### src/rtl/ir_nec_tx.sv
// NEC infrared frame transmitter: data or repeat frames from a valid/ready request,
// with a 38 kHz modulated LED drive and a raw envelope for receiver loop-back.
module ir_nec_tx #(
  parameter int unsigned UNIT_CYC   = 28125,
  parameter int unsigned CAR_DIV    = 1316,
  parameter int unsigned CAR_HIGH   = 439,
  parameter int unsigned TAIL_UNITS = 72
) (
  input  logic       clk,
  input  logic       rst,
  input  logic       in_valid,
  output logic       in_ready,
  input  logic       in_repeat,
  input  logic [7:0] in_addr,
  input  logic [7:0] in_cmd,
  output logic       ir_out,
  output logic       ir_env,
  output logic       busy,
  output logic       done
);

  localparam int unsigned UNIT_W  = $clog2(UNIT_CYC + 1);
  localparam int unsigned PH_W    = $clog2(CAR_DIV + 1);
  localparam int unsigned MAX_LEN = (TAIL_UNITS > 16) ? TAIL_UNITS : 16;
  localparam int unsigned TALLY_W = $clog2(MAX_LEN + 1);

  typedef enum logic [2:0] {
    S_IDLE, S_LEAD_MARK, S_LEAD_SPACE, S_BIT_MARK, S_BIT_SPACE, S_STOP_MARK, S_TAIL
  } state_t;

  state_t             state, state_nxt;
  logic [UNIT_W-1:0]  unit_cnt, unit_nxt;
  logic [TALLY_W-1:0] tally, tally_nxt, len;
  logic [4:0]         bit_idx, bit_nxt;
  logic [31:0]        shreg, sh_nxt;
  logic               rpt, rpt_nxt;
  logic [PH_W-1:0]    phase, phase_nxt;
  logic               unit_end, state_end, mark_nxt;

  // Next-state, counters and carrier phase
  always_comb begin
    state_nxt = state;
    unit_nxt  = unit_cnt;
    tally_nxt = tally;
    bit_nxt   = bit_idx;
    sh_nxt    = shreg;
    rpt_nxt   = rpt;
    len       = TALLY_W'(1);

    case (state)
      S_LEAD_MARK:  len = TALLY_W'(16);
      S_LEAD_SPACE: len = rpt ? TALLY_W'(4) : TALLY_W'(8);
      S_BIT_SPACE:  len = shreg[0] ? TALLY_W'(3) : TALLY_W'(1);
      S_TAIL:       len = TALLY_W'(TAIL_UNITS);
      default:      len = TALLY_W'(1);
    endcase

    unit_end  = (unit_cnt == UNIT_W'(UNIT_CYC - 1));
    state_end = unit_end && (tally == len - TALLY_W'(1));

    if (state == S_IDLE) begin
      if (in_valid) begin
        state_nxt = S_LEAD_MARK;
        sh_nxt    = {~in_cmd, in_cmd, ~in_addr, in_addr};
        rpt_nxt   = in_repeat;
        bit_nxt   = 5'd0;
        unit_nxt  = '0;
        tally_nxt = '0;
      end
    end else if (state_end) begin
      unit_nxt  = '0;
      tally_nxt = '0;
      case (state)
        S_LEAD_MARK:  state_nxt = S_LEAD_SPACE;
        S_LEAD_SPACE: state_nxt = rpt ? S_STOP_MARK : S_BIT_MARK;
        S_BIT_MARK:   state_nxt = S_BIT_SPACE;
        S_BIT_SPACE: begin
          if (bit_idx == 5'd31) begin
            state_nxt = S_STOP_MARK;
          end else begin
            state_nxt = S_BIT_MARK;
            sh_nxt    = {1'b0, shreg[31:1]};
            bit_nxt   = bit_idx + 5'd1;
          end
        end
        S_STOP_MARK:  state_nxt = (TAIL_UNITS > 0) ? S_TAIL : S_IDLE;
        default:      state_nxt = S_IDLE;
      endcase
    end else if (unit_end) begin
      unit_nxt  = '0;
      tally_nxt = tally + TALLY_W'(1);
    end else begin
      unit_nxt = unit_cnt + UNIT_W'(1);
    end

    // Restarting on every state change makes each mark begin carrier-high
    if (state_nxt != state) begin
      phase_nxt = '0;
    end else if (phase == PH_W'(CAR_DIV - 1)) begin
      phase_nxt = '0;
    end else begin
      phase_nxt = phase + PH_W'(1);
    end

    mark_nxt = (state_nxt == S_LEAD_MARK) || (state_nxt == S_BIT_MARK) ||
               (state_nxt == S_STOP_MARK);
  end

  // State, counters and registered outputs
  always_ff @(posedge clk) begin
    if (rst) begin
      state    <= S_IDLE;
      unit_cnt <= '0;
      tally    <= '0;
      bit_idx  <= 5'd0;
      shreg    <= '0;
      rpt      <= 1'b0;
      phase    <= '0;
      ir_out   <= 1'b0;
      ir_env   <= 1'b0;
      in_ready <= 1'b1;
      busy     <= 1'b0;
      done     <= 1'b0;
    end else begin
      state    <= state_nxt;
      unit_cnt <= unit_nxt;
      tally    <= tally_nxt;
      bit_idx  <= bit_nxt;
      shreg    <= sh_nxt;
      rpt      <= rpt_nxt;
      phase    <= phase_nxt;
      ir_env   <= mark_nxt;
      ir_out   <= mark_nxt && (phase_nxt < PH_W'(CAR_HIGH));
      in_ready <= (state_nxt == S_IDLE);
      busy     <= (state_nxt != S_IDLE);
      done     <= (state != S_IDLE) && (state_nxt == S_IDLE);
    end
  end

endmodule

### config.mk
export PLATFORM = sky130hd
export DESIGN_NAME = ir_nec_tx
export DESIGN_NICKNAME = d
export VERILOG_FILES = /design/src/rtl/ir_nec_tx.sv
export SDC_FILE = /design/constraint.sdc
export NUM_CORES = 1
export LEC_CHECK = 0
export CORE_ASPECT_RATIO = 2
export CORE_MARGIN = 2
export CORE_UTILIZATION = 25
export CTS_CLUSTER_SIZE = 28
export DETAILED_ROUTE_END_ITERATION = 7
export GPL_TIMING_DRIVEN = 0
export HOLD_SLACK_MARGIN = 0.12
export PLACE_DENSITY = 0.47
export SLEW_MARGIN = 10
export SYNTH_ARGS = -nofsm -noshare
export SYNTH_HDL_FRONTEND = slang
export SYNTH_SLANG_ARGS = --single-unit
### constraint.sdc
create_clock -name clk -period 5.6 [get_ports clk]
set_clock_uncertainty 0.15 [all_clocks]
set_input_delay 1.12 -clock clk [delete_from_list [all_inputs] [get_ports clk]]
set_output_delay 1.12 -clock clk [all_outputs]
set_load 0.02 [all_outputs]
==> results.yml <==
worst_hold_path:
  hold_path.class: "flop to flop"
sta:
  finalSetupViolCount: 0
  fmax_mhz: 358
  slew_headroom: 0.423
  worst_pin_slew_ps: 858
  rsz0062_at_grt: "no"
  tns_ps: 0
  fin_crit_ps: 2790
  layout_setup_ws_ps: 2810
  hold_viol: 0
  min_period_over_period: 0.499
  maxSlewViolCount: 0
clocking:
  ctsHoldBuffers: 0
  numCtsBuffers: 9
  cts_setup_buffers: 0
  clk_pin_slew_ps: 70
  cts_tree: "built"
  clock_latency_ps: 350
  cts_sinks: 79
  htreeDepth: 3
  cts_root_buf: "clkbuf_16"
  ctsResizeCount: 0
  clockBufferDepth: 2
finish:
  final_nets: 559
  n_fill_cell: 1833
  drive_gt1_frac: 0.160
  multi_input_area_um2: 2570
  antennaDiodeCount: 0
  seq_area_um2: 1580
  synthToLayoutAreaGrowth_pct: 18.0
  design_area_um2: 5200
placement:
  place_area_um2: 4900
  dpl.hpwl_mm: 9.22
  portBuffers: 23
  gp_congestion: 0.850
  pre_cts_ws_ps: 2410
yosys:
  synth.avg_cell_area_um2: 8.84
  yosys.area.top_type: "dfxtp_1"
  async_flop_share: 0
  synth_common_cells: "dfxtp_1, nand2_1, nor2_1"
  yosys-top-cells-area: "dfxtp_1, o221ai_2, nand2_1, nand3_1, a211oi_2"
  yosysSeqAreaShare: 0.359
  synth_cell_type_count: 68
  syn-num-nets: 525
  synth_enable_flop_cells: 0
  synth.cell_area_um2: 4410
  synth_top_area_frac: 0.359
  yosysMostFrequentCell: "dfxtp_1"
  synth-seq-cells: 79
  ys_warn_count: 0
  synth_cells: 499
  synth_ff_type: "dfxtp_1"
floorplan:
  die_height_um: 192
  fp.coreArea_um2: 17300
  die_area_um2: 18800
  die_w_um: 97.9
  initial_utilization: 0.255
  std_cell_rows: 68
  ios: 25
route:
  first_pass_iters: 4
  antenna_left: 0
  routedWlPerCell_um: 16.3
  totalWireLength_mm: 12.2
  post_drt_via_cell_ratio: 5.17
  drtIter0Drc: 123
  vias: 3864
  drcViolationCount: 0
worst_setup_path:
  crit_slowest_cell: "nor4_1"
  worst_setup_path_start_kind: "input pin"
  cp.arrival_ps: 2870
  cp-end-kind: "flop"
  cp_max_fo: 5
  cpPeakStageDelay_ps: 790
  path_class: "input pin to flop"
  path_cells: "clkdlybuf4s50_1 -> nor4_1 -> nor2_1 -> nand2_1 -> nor3_1"
  required_ps: 5670
power_and_ir_drop:
  ir_drop_uv: 164
  power_mw: 1.39
  p_leak_nw: 1.78
  p_per_area_nw_per_um2: 268
run:
  drv_cap: 0
grt:
  overflow: 0
  grt_pass1_vias: 4031
  antenna_found_initial: 0
  grt_pass1_wl_mm: 19.8
  grt_max_degree: 14
  grt_use_total: 0.133
status:
  run_status: "complete, no violations"
-- flip-flops by register name, indices dropped and copies added (netlist names) --
name and flops:
phase 11, in_ready 1, unit_cnt 15, ir_out 1, rpt 1, ir_env 1, done 1, busy 1
bit_idx 5, state 3, tally 7, shreg 32
-- stage by stage --
step / hold slack [ps] / utilization / std cells
4_1_cts: 325 / 0.301 / 748
3_5_place_dp: 314 / 0.284 / 732
6_report: 322 / 0.301 / 748
2_1_floorplan: 293 / - / 499
5_1_grt: 349 / 0.301 / 748
3_3_place_gp: 310 / 0.284 / 732
-- worst max-delay path, delay by kind of cell --
| family | cells | cell delay (ps) |
|---|---|---|
| buf+inv | 1 | 520 |
| simple gates | 4 | 1230 |
-- placed cells by master (no fill, tap or decap), types with 6 or more instances in the layout --
master / count
and3_1: 9
xnor2_1: 8
buf_2: 8
a21oi_1: 27
a211oi_2: 13
o221ai_2: 16
nor3_2: 11
xor2_1: 6
clkdlybuf4s50_1: 23
a211oi_1: 6
nor2_1: 38
dfxtp_1: 79
nand4_1: 6
o21ai_0: 15
ha_1: 6
a21oi_2: 7
nor3_1: 17
a311oi_1: 6
clkbuf_16: 9
nor2b_1: 8
nand2_1: 51
nand3_1: 35
clkbuf_1: 24
inv_1: 10
mux2i_1: 12
-- worst paths after layout --
kind               end  slack [ps]   startpoint  cells past startpoint
max             ir_out        2810     in_valid                      5
min          shreg[24]         320    shreg[24]                      2
max reg2reg  shreg[18]        2920  unit_cnt[0]                      9
min reg2reg  shreg[24]         320    shreg[24]                      2
-- power breakdown --
part           total, mW  switching (mW)  leakage [nW]  internal [mW]
clock network      0.604           0.247         0.149          0.358
logic              0.186           0.111         0.988         0.0750
registers          0.605          0.0173         0.645          0.587
total               1.39           0.375          1.78           1.02
-- kinds of logic after synthesis --
kind of cell | Yosys count | share of synthesized area
flip-flops | 79 | 0.359
adder cells (fa/ha/maj) | 6 | 0.0170
buffers and inverters | 48 | 0.0584
multiplexers | 13 | 0.0298
AO/OA/AOI/OAI | 127 | 0.249
AND/OR/NAND/NOR | 212 | 0.260
XOR/XNOR | 14 | 0.0278
-- layout make-up --
class                   count  share of cell area
multi-input cells         372               0.494
inverters                  10             0.00721
plain buffers              38              0.0423
clock buffers              11              0.0466
flip-flops and latches     79               0.304
clock inverters             5              0.0111
well taps                 210              0.0505
repair buffers             23              0.0442
-- layer usage --
layer / track usage / wire (µm)
met1: 0.121 / 4380
met2: 0.277 / 7170
met4: 0.0662 / 329
met3: 0.0182 / 277
met5: 0 / 0
No activity file was read; power rests on OpenSTA's default activity.
